<file path="src/rtl/snn_pkg.sv">
// Shared constants and types for the SNN readout path.
// Defaults here size the spike FIFO, readout counters and drain FSM.
package snn_pkg;

  localparam int SPIKE_ID_W    = 4;
  localparam int NUM_CLASSES   = 10;
  localparam int READOUT_CNT_W = 8;

  typedef enum logic [1:0] {
    IDLE   = 2'd0,
    DRAIN  = 2'd1,
    FLUSH  = 2'd2,
    ARGMAX = 2'd3
  } drain_state_e;

endpackage

</file>
<file path="src/rtl/spike_readout_drain.sv">
// Drains the output spike FIFO into saturating per-class counters, then
// runs a one-class-per-cycle argmax and reports the winning class.
module spike_readout_drain #(
  parameter int ID_W        = snn_pkg::SPIKE_ID_W,
  parameter int NUM_CLASSES = snn_pkg::NUM_CLASSES,
  parameter int CNT_W       = snn_pkg::READOUT_CNT_W
) (
  input  logic             clk,
  input  logic             rst_n,
  input  logic             start,
  input  logic             frame_done,
  input  logic             fifo_empty,
  input  logic [ID_W-1:0]  fifo_rd_data,
  output logic             fifo_pop,
  input  logic [ID_W-1:0]  cnt_rd_idx,
  output logic [CNT_W-1:0] cnt_rd_data,
  output logic [ID_W-1:0]  winner,
  output logic             winner_valid,
  output logic             busy,
  output logic             done,
  output logic             id_err,
  output logic             sat
);
  import snn_pkg::*;

  localparam logic [ID_W:0]    NC   = (ID_W+1)'(NUM_CLASSES);
  localparam logic [ID_W-1:0]  LAST = ID_W'(NUM_CLASSES - 1);
  localparam logic [CNT_W-1:0] CMAX = '1;

  drain_state_e state_q, state_d;
  logic [NUM_CLASSES-1:0][CNT_W-1:0] cnt_q, cnt_d;
  logic [ID_W-1:0]  idx_q, idx_d;
  logic [ID_W-1:0]  best_idx_q, best_idx_d;
  logic [CNT_W-1:0] best_cnt_q, best_cnt_d;
  logic [ID_W-1:0]  winner_q, winner_d;
  logic             winner_valid_q, winner_valid_d;
  logic             id_err_q, id_err_d;
  logic             sat_q, sat_d;

  logic             id_ok;
  logic             last_step;
  logic             cur_gt;
  logic [CNT_W-1:0] cur_cnt;

  // Counter currently visited by the argmax iterator.
  always_comb begin
    cur_cnt = '0;
    for (int i = 0; i < NUM_CLASSES; i++)
      if (idx_q == ID_W'(i)) cur_cnt = cnt_q[i];
  end

  always_comb begin
    cnt_rd_data = '0;
    for (int i = 0; i < NUM_CLASSES; i++)
      if (cnt_rd_idx == ID_W'(i)) cnt_rd_data = cnt_q[i];
  end

  always_comb begin
    state_d        = state_q;
    cnt_d          = cnt_q;
    idx_d          = idx_q;
    best_idx_d     = best_idx_q;
    best_cnt_d     = best_cnt_q;
    winner_d       = winner_q;
    winner_valid_d = winner_valid_q;
    id_err_d       = id_err_q;
    sat_d          = sat_q;

    fifo_pop  = ((state_q == DRAIN) || (state_q == FLUSH)) && !fifo_empty;
    id_ok     = {1'b0, fifo_rd_data} < NC;
    last_step = (state_q == ARGMAX) && (idx_q == LAST);
    cur_gt    = cur_cnt > best_cnt_q;
    done      = last_step && !start;

    if (start) begin
      // Restart wins over everything, including a pop in the same cycle.
      cnt_d          = '0;
      id_err_d       = 1'b0;
      sat_d          = 1'b0;
      winner_valid_d = 1'b0;
      state_d        = DRAIN;
    end else begin
      if (fifo_pop) begin
        if (id_ok) begin
          for (int i = 0; i < NUM_CLASSES; i++) begin
            if (fifo_rd_data == ID_W'(i)) begin
              if (cnt_q[i] == CMAX) sat_d = 1'b1;
              else                  cnt_d[i] = cnt_q[i] + CNT_W'(1);
            end
          end
        end else begin
          id_err_d = 1'b1;
        end
      end

      case (state_q)
        IDLE: ;
        DRAIN: begin
          if (frame_done) state_d = FLUSH;
        end
        FLUSH: begin
          if (fifo_empty) begin
            state_d    = ARGMAX;
            idx_d      = '0;
            best_idx_d = '0;
            best_cnt_d = cnt_q[0];
          end
        end
        ARGMAX: begin
          // Strict greater keeps the lowest index on ties.
          if (cur_gt) begin
            best_cnt_d = cur_cnt;
            best_idx_d = idx_q;
          end
          if (last_step) begin
            winner_d       = cur_gt ? idx_q : best_idx_q;
            winner_valid_d = 1'b1;
            state_d        = IDLE;
          end else begin
            idx_d = idx_q + ID_W'(1);
          end
        end
        default: state_d = IDLE;
      endcase
    end
  end

  always_ff @(posedge clk or negedge rst_n) begin
    if (!rst_n) begin
      state_q        <= IDLE;
      cnt_q          <= '0;
      idx_q          <= '0;
      best_idx_q     <= '0;
      best_cnt_q     <= '0;
      winner_q       <= '0;
      winner_valid_q <= 1'b0;
      id_err_q       <= 1'b0;
      sat_q          <= 1'b0;
    end else begin
      state_q        <= state_d;
      cnt_q          <= cnt_d;
      idx_q          <= idx_d;
      best_idx_q     <= best_idx_d;
      best_cnt_q     <= best_cnt_d;
      winner_q       <= winner_d;
      winner_valid_q <= winner_valid_d;
      id_err_q       <= id_err_d;
      sat_q          <= sat_d;
    end
  end

  assign winner       = winner_q;
  assign winner_valid = winner_valid_q;
  assign busy         = (state_q != IDLE);
  assign id_err       = id_err_q;
  assign sat          = sat_q;

endmodule

</file>
<file path="config.mk">
export PLATFORM = sky130hd
export DESIGN_NAME = spike_readout_drain
export DESIGN_NICKNAME = d
export VERILOG_FILES = /design/src/rtl/snn_pkg.sv /design/src/rtl/spike_readout_drain.sv
export SDC_FILE = /design/constraint.sdc
export NUM_CORES = 1
export LEC_CHECK = 0
export CAP_MARGIN = 15
export CORE_MARGIN = 2
export CORE_UTILIZATION = 37
export DETAILED_ROUTE_END_ITERATION = 7
export PLACE_DENSITY = 0.59
export SYNTH_ARGS = -nofsm -noshare
export SYNTH_HDL_FRONTEND = slang
export SYNTH_SLANG_ARGS = --single-unit
</file>
<file path="constraint.sdc">
create_clock -name clk -period 6.7 [get_ports clk]
set_clock_uncertainty 0.1 [all_clocks]
set_input_delay 1.34 -clock clk [delete_from_list [all_inputs] [get_ports clk]]
set_output_delay 1.34 -clock clk [all_outputs]
set_load 0.02 [all_outputs]
</file>
# Word level (Yosys, flattened, before mapping)
# Index checks and enable logic that the tools add are counted.
# totals
elab_cells,227
ramBits,0
romBits,0
register_bits,105
out_inout_bits,18
inputBits,13
memories,0
latch_bits,0
# op_classes
reduce_logical,44
addsub,11
order_cmp,2
n_bitwise,1
multipliers,0
n_div,0
mux,94
n_eq_ne,57
shift,0
# op_table
operator,count
8-bit 2-to-1 mux,42
80-bit 2-to-1 mux,3
"8-bit by 1-bit adder with 8-bit output, second input constant",10
"8-bit == test, second input constant",10
4-bit AND reduction,13
"4-bit by 3-bit == test with 1-bit output, second input constant",12
1-bit 2-to-1 mux,38
2-bit nonzero test,16
"2-bit != test, second input constant",14
"4-bit by 2-bit == test with 1-bit output, second input constant",6
"4-bit == test, second input constant",6
4-bit one-hot mux with 2 select lines,2
8-bit one-hot mux with 2 select lines,1
"4-bit by 1-bit == test with 1-bit output, second input constant",3
4-bit zero test,3
4-bit 2-to-1 mux,3
"3-bit != test, second input constant",3
8-bit > comparator,1
2-bit 2-to-1 mux,4
2-bit one-hot mux with 3 select lines,1
2-bit AND reduction,3
3-bit AND reduction,2
"4-bit by 1-bit adder with 4-bit output, second input constant",1
"2-bit == test, second input constant",2
7 further kinds,10

# Longest topological paths before layout
# depth
ltp_word,33
ltp_mapped,17

# Least setup slack after synthesis
# OpenSTA, ideal clock, no wires.
# synth_timing
path_kind,in2out
start,input port cnt_rd_idx[0]
end,output port cnt_rd_data[6]
arrival_ps,2800
path_buffers,4
path_slack_ps,2460
path_stages,6
cell_sequence,buf_2 > buf_2 > buf_2 > buf_2 > o21ai_0 > o221ai_1
# synth_between
elab_chain_cells,11
# synth_rtl
element,line,source
"start, declared",spike_readout_drain.sv:15,"input logic [ID_W-1:0] cnt_rd_idx,"
4-bit zero test,spike_readout_drain.sv:55,if (cnt_rd_idx == ID_W'(i)) cnt_rd_data = cnt_q[i];
8-bit 2-to-1 mux (9 in series),spike_readout_drain.sv:55,
8-bit 2-to-1 mux (*),spike_readout_drain.sv:55,
"end, declared",spike_readout_drain.sv:16,"output logic [CNT_W-1:0] cnt_rd_data,"
# Mark *: on every way between the ends. The rest lies on a longest branch, timed or not.

# Final worst setup path
# layout_timing
start,input port cnt_rd_idx[1]
end,output port cnt_rd_data[6]
# Same word-level chain as after synthesis.

==> results by group <==
Synthesis
  – Unique cell type count in the Yosys netlist: 68
  – Ys async rst share: 100.0%
  – Seq/Total Area, Yosys: 35.22%
  – Adder-cell share of the synthesized area: 4.360%
  – Top_reg_cell synth: dfrtp_1
  – Synth Area per Inst: 8.655 um^2
  – #FFs+latches synth: 105
  – Mux cell area share after synthesis: 7.412%
  – Mapped Nets: 901
  – XOR/XNOR share of the synthesized area: 6.926%
  – Synthesis warning total: 0
  – Mapped Area: 7461 um^2
  – Post-Syn Instances: 862
  – Compound-gate portion of the synthesized area: 18.67%
  – Post-Synth Simple-Gate Area: 21.63%
  – Post-synth EDFFs: 0
  – Largest family of logic cells by synthesized area: simple AND/OR/NAND/NOR gates

Setup path
  – Worst-path cell chain: clkdlybuf4s50_1 -> nor2_1 -> nand2_1 -> a21boi_0 -> o21ai_0 -> o221ai_1 -> clkdlybuf4s50_1
  – Cell family with most CP delay: buffers and inverters
  – FF-to-FF path depth: 15
  – Critical path fanouts, max: 21
  – Crit path kind: in2out
  – Most common cell on crit path: clkdlybuf4s50_1
  – CP peak stage delay: 1.00 ns
  – Buf/Inv on CP: 2
  – CP max-delay cell: clkdlybuf4s50_1
  – Worst path depth: 7
  – Critical Path RT: 5.26 ns
  – Critical Path Sink Type: primary output
  – Worst endpoint data arrival time: 4.03 ns
  – Nature of the critical path startpoint: input port

Global routing
  – Total gr overflow: 0
  – Vias in the first global route: 6333
  – Global-route wire length before repair: 35870 um
  – Initial antenna violation count: 2
  – Total track usage: 21.39%
  – Largest net degree at the start of global routing: 67

Status
  – Status: finished clean

Detailed routing
  – WL final: 22440 um
  – Drt first pass iters: 7
  – Routed WL per cell: 19.93 um
  – Vias: 6621
  – Routed Antenna Nets: 0
  – Post-route DRC: 0
  – Iter 0 DRT Violations: 783
  – Avg Vias per Cell: 5.880

Job
  – Max Cap Viol: 0

Cells and area
  – Nets: 895
  – Fillers: 2022
  – Area Overhead vs Synth: 11.45%
  – Share of layout cells above drive strength 1: 5.814%

CTS
  – Post CTS Setup Buffer Count: 0
  – Worst-path clk slew: 0.07 ns
  – TritonCTS clock tree: built
  – Post-CTS Hold Buffers: 0
  – Cts bufs inserted: 9
  – Post-cts repair resize count: 0
  – Clock Tree Root: clkbuf_16
  – Clk buf depth: 2
  – Clk Latency, worst-skew pair: 0.36 ns
  – # H-tree levels: 3
  – CTS Sinks: 105

STA
  – Final Max Tran Viols: 0
  – Number of setup violations in the final report: 0
  – Final worst-path cycle share: 81.67%
  – Worst-margin pin slew: 1.076 ns
  – Fmax: 0.1828 GHz
  – RSZ-0062 raised after global routing: false
  – Final TNS setup: 0 ns
  – Slew Limit Headroom: 28.25%
  – Endpoints failing hold: 0
  – Fin crit period: 5.472 ns

Place
  – Routability cong.: 0.9544
  – Port bufs: 30
  – DP HPWL: 16110 um

Die
  – # IOs: 31
  – Die area: 21320 um^2
  – Starting Density: 37.96%
  – Die W: 146 um
  – Chip height: 146 um
  – Core area: 19650 um^2
  – Row Count: 51

Pwr
  – Final Total Pwr: 2378 uW
  – Leak: 0.003291 uW
  – Power per cell area: 285.9 nW/um^2
  – Max VDD drop: 0.1384 mV

Worst hold path
  – Hold Crit Depth: 2
  – Worst min path class: reg2reg
==> report_power, final <==
group	total, uW	internal, uW	switching, uW	leakage [uW]
sequential	771	695	76.4	0.00144
combinational	957	372	584	0.00168
clock	650	411	239	0.000175
total	2380	1480	900	0.00329
==> metrics by stage <==
| stage | util [%] | area [um^2] | hold WS [ns] | cells | setup slack [ns] |
|---|---|---|---|---|---|
| final | 42.31 | 8315 | 0.4002 | 1126 | 1.228 |
| after CTS | 42.16 | 8285 | 0.4095 | 1124 | 1.300 |
| after global placement | 40.29 | 7919 | 0.3777 | 1109 | 1.360 |
| after global routing | 42.31 | 8315 | 0.4326 | 1126 | 1.135 |
| after detailed placement | 40.29 | 7919 | 0.3926 | 1109 | 1.309 |
| after floorplan | - | 7461 | 0.3726 | 862 | 2.460 |
==> state kept, by name, indices dropped and copies added (netlist names) <==
| register | cells |
|---|---|
| cnt_q | 80 |
| state_q | 2 |
| winner_valid | 1 |
| winner | 4 |
| idx_q | 4 |
| best_idx_q | 4 |
| id_err | 1 |
| sat | 1 |
| best_cnt_q | 8 |
==> per-layer routing <==
layer | vias up | global-route usage (%) | share of wire [%]
li1 | 3102 | - | -
met1 | 3217 | 30.56 | 46
met2 | 253 | 31.96 | 43
met3 | 47 | 4.514 | 8.0
met4 | 2 | 7.816 | 2.9
met5 | - | 0 | 0.058
==> worst min-delay path, stage by stage (launching register included) <==
cell	delay (ns)
dfrtp_1	0.34
o21ai_0	0.08
nand2_1	0.05
==> cells by family after synthesis <==
logic type / count (synthesis)
AO/OA/AOI/OAI: 207
XOR/XNOR: 59
adder cells (fa/ha/maj): 26
buffers and inverters: 111
flip-flops: 105
multiplexers: 40
AND/OR/NAND/NOR: 314
==> cells in the final DEF, fill, tap and decap left out, types with 16 or more instances in the layout <==
cell type          n
nor2_1           103
nor3_1            16
xor2_1            26
inv_1             53
nand3b_1          18
nand4_1           27
clkdlybuf4s50_1   27
xnor2_1           33
nand3_1           28
ha_1              26
mux2i_1           26
o21ai_0           43
a21oi_1           60
nand2_1           49
dfrtp_1          105
==> Yosys cell counts (3+ instances only) <==
library cell	n	area (um^2)
a21oi_1	60	300.3
a221o_1	9	90.09
a221oi_1	12	105.1
a22o_1	4	35.03
a22oi_1	8	60.06
a31oi_1	6	37.54
a32o_1	4	40.04
and2_1	7	43.79
and3_1	8	50.05
and3b_1	3	26.28
buf_2	6	30.03
clkbuf_1	48	180.2
dfrtp_1	105	2628
ha_1	26	325.3
inv_1	53	198.9
mux2i_1	26	260.3
mux4_2	12	270.3
nand2_1	49	183.9
nand2b_1	5	31.28
nand3_1	28	140.1
nand3b_1	18	135.1
nand4_1	27	168.9
nor2_1	103	386.6
nor2b_1	11	68.82
nor3_1	16	80.08
nor3b_1	5	37.54
nor4_1	7	43.79
nor4b_1	4	35.03
o211ai_1	15	112.6
o21a_1	6	45.04
o21ai_0	43	215.2
o221ai_1	3	26.28
o22a_1	5	43.79
o22ai_1	11	68.82
or3_1	12	75.07
xnor2_1	33	289.0
xor2_1	26	227.7
==> cell type report <==
cell class / instances / area [um^2] / area share, %
clock buffer: 10 / 239.0 / 2.874
multi-input combinational: 646 / 4402 / 52.93
clock inverter: 5 / 127.6 / 1.535
antenna: 1 / 2.502 / 0.03009
inverter: 54 / 202.7 / 2.438
sequential: 105 / 2628 / 31.60
timing repair buffer: 40 / 382.9 / 4.604
tap: 265 / 331.6 / 3.987
==> path summary, 6_finish.rpt <==
kind                                  startpoint  slack, ns                         to
max                                cnt_rd_idx[1]       1.23             cnt_rd_data[6]
max reg2reg                 idx_q[0]$_DFFE_PN0P_       1.69  best_cnt_q[7]$_DFFE_PN0P_
min in group asynchronous                  rst_n       0.92      cnt_q[32]$_DFFE_PN0P_
max in group asynchronous                  rst_n       4.46      cnt_q[71]$_DFFE_PN0P_
min                        winner[2]$_DFFE_PN0P_       0.40      winner[2]$_DFFE_PN0P_
min reg2reg                winner[2]$_DFFE_PN0P_       0.40      winner[2]$_DFFE_PN0P_
No activity file was read; power rests on OpenSTA's default activity.
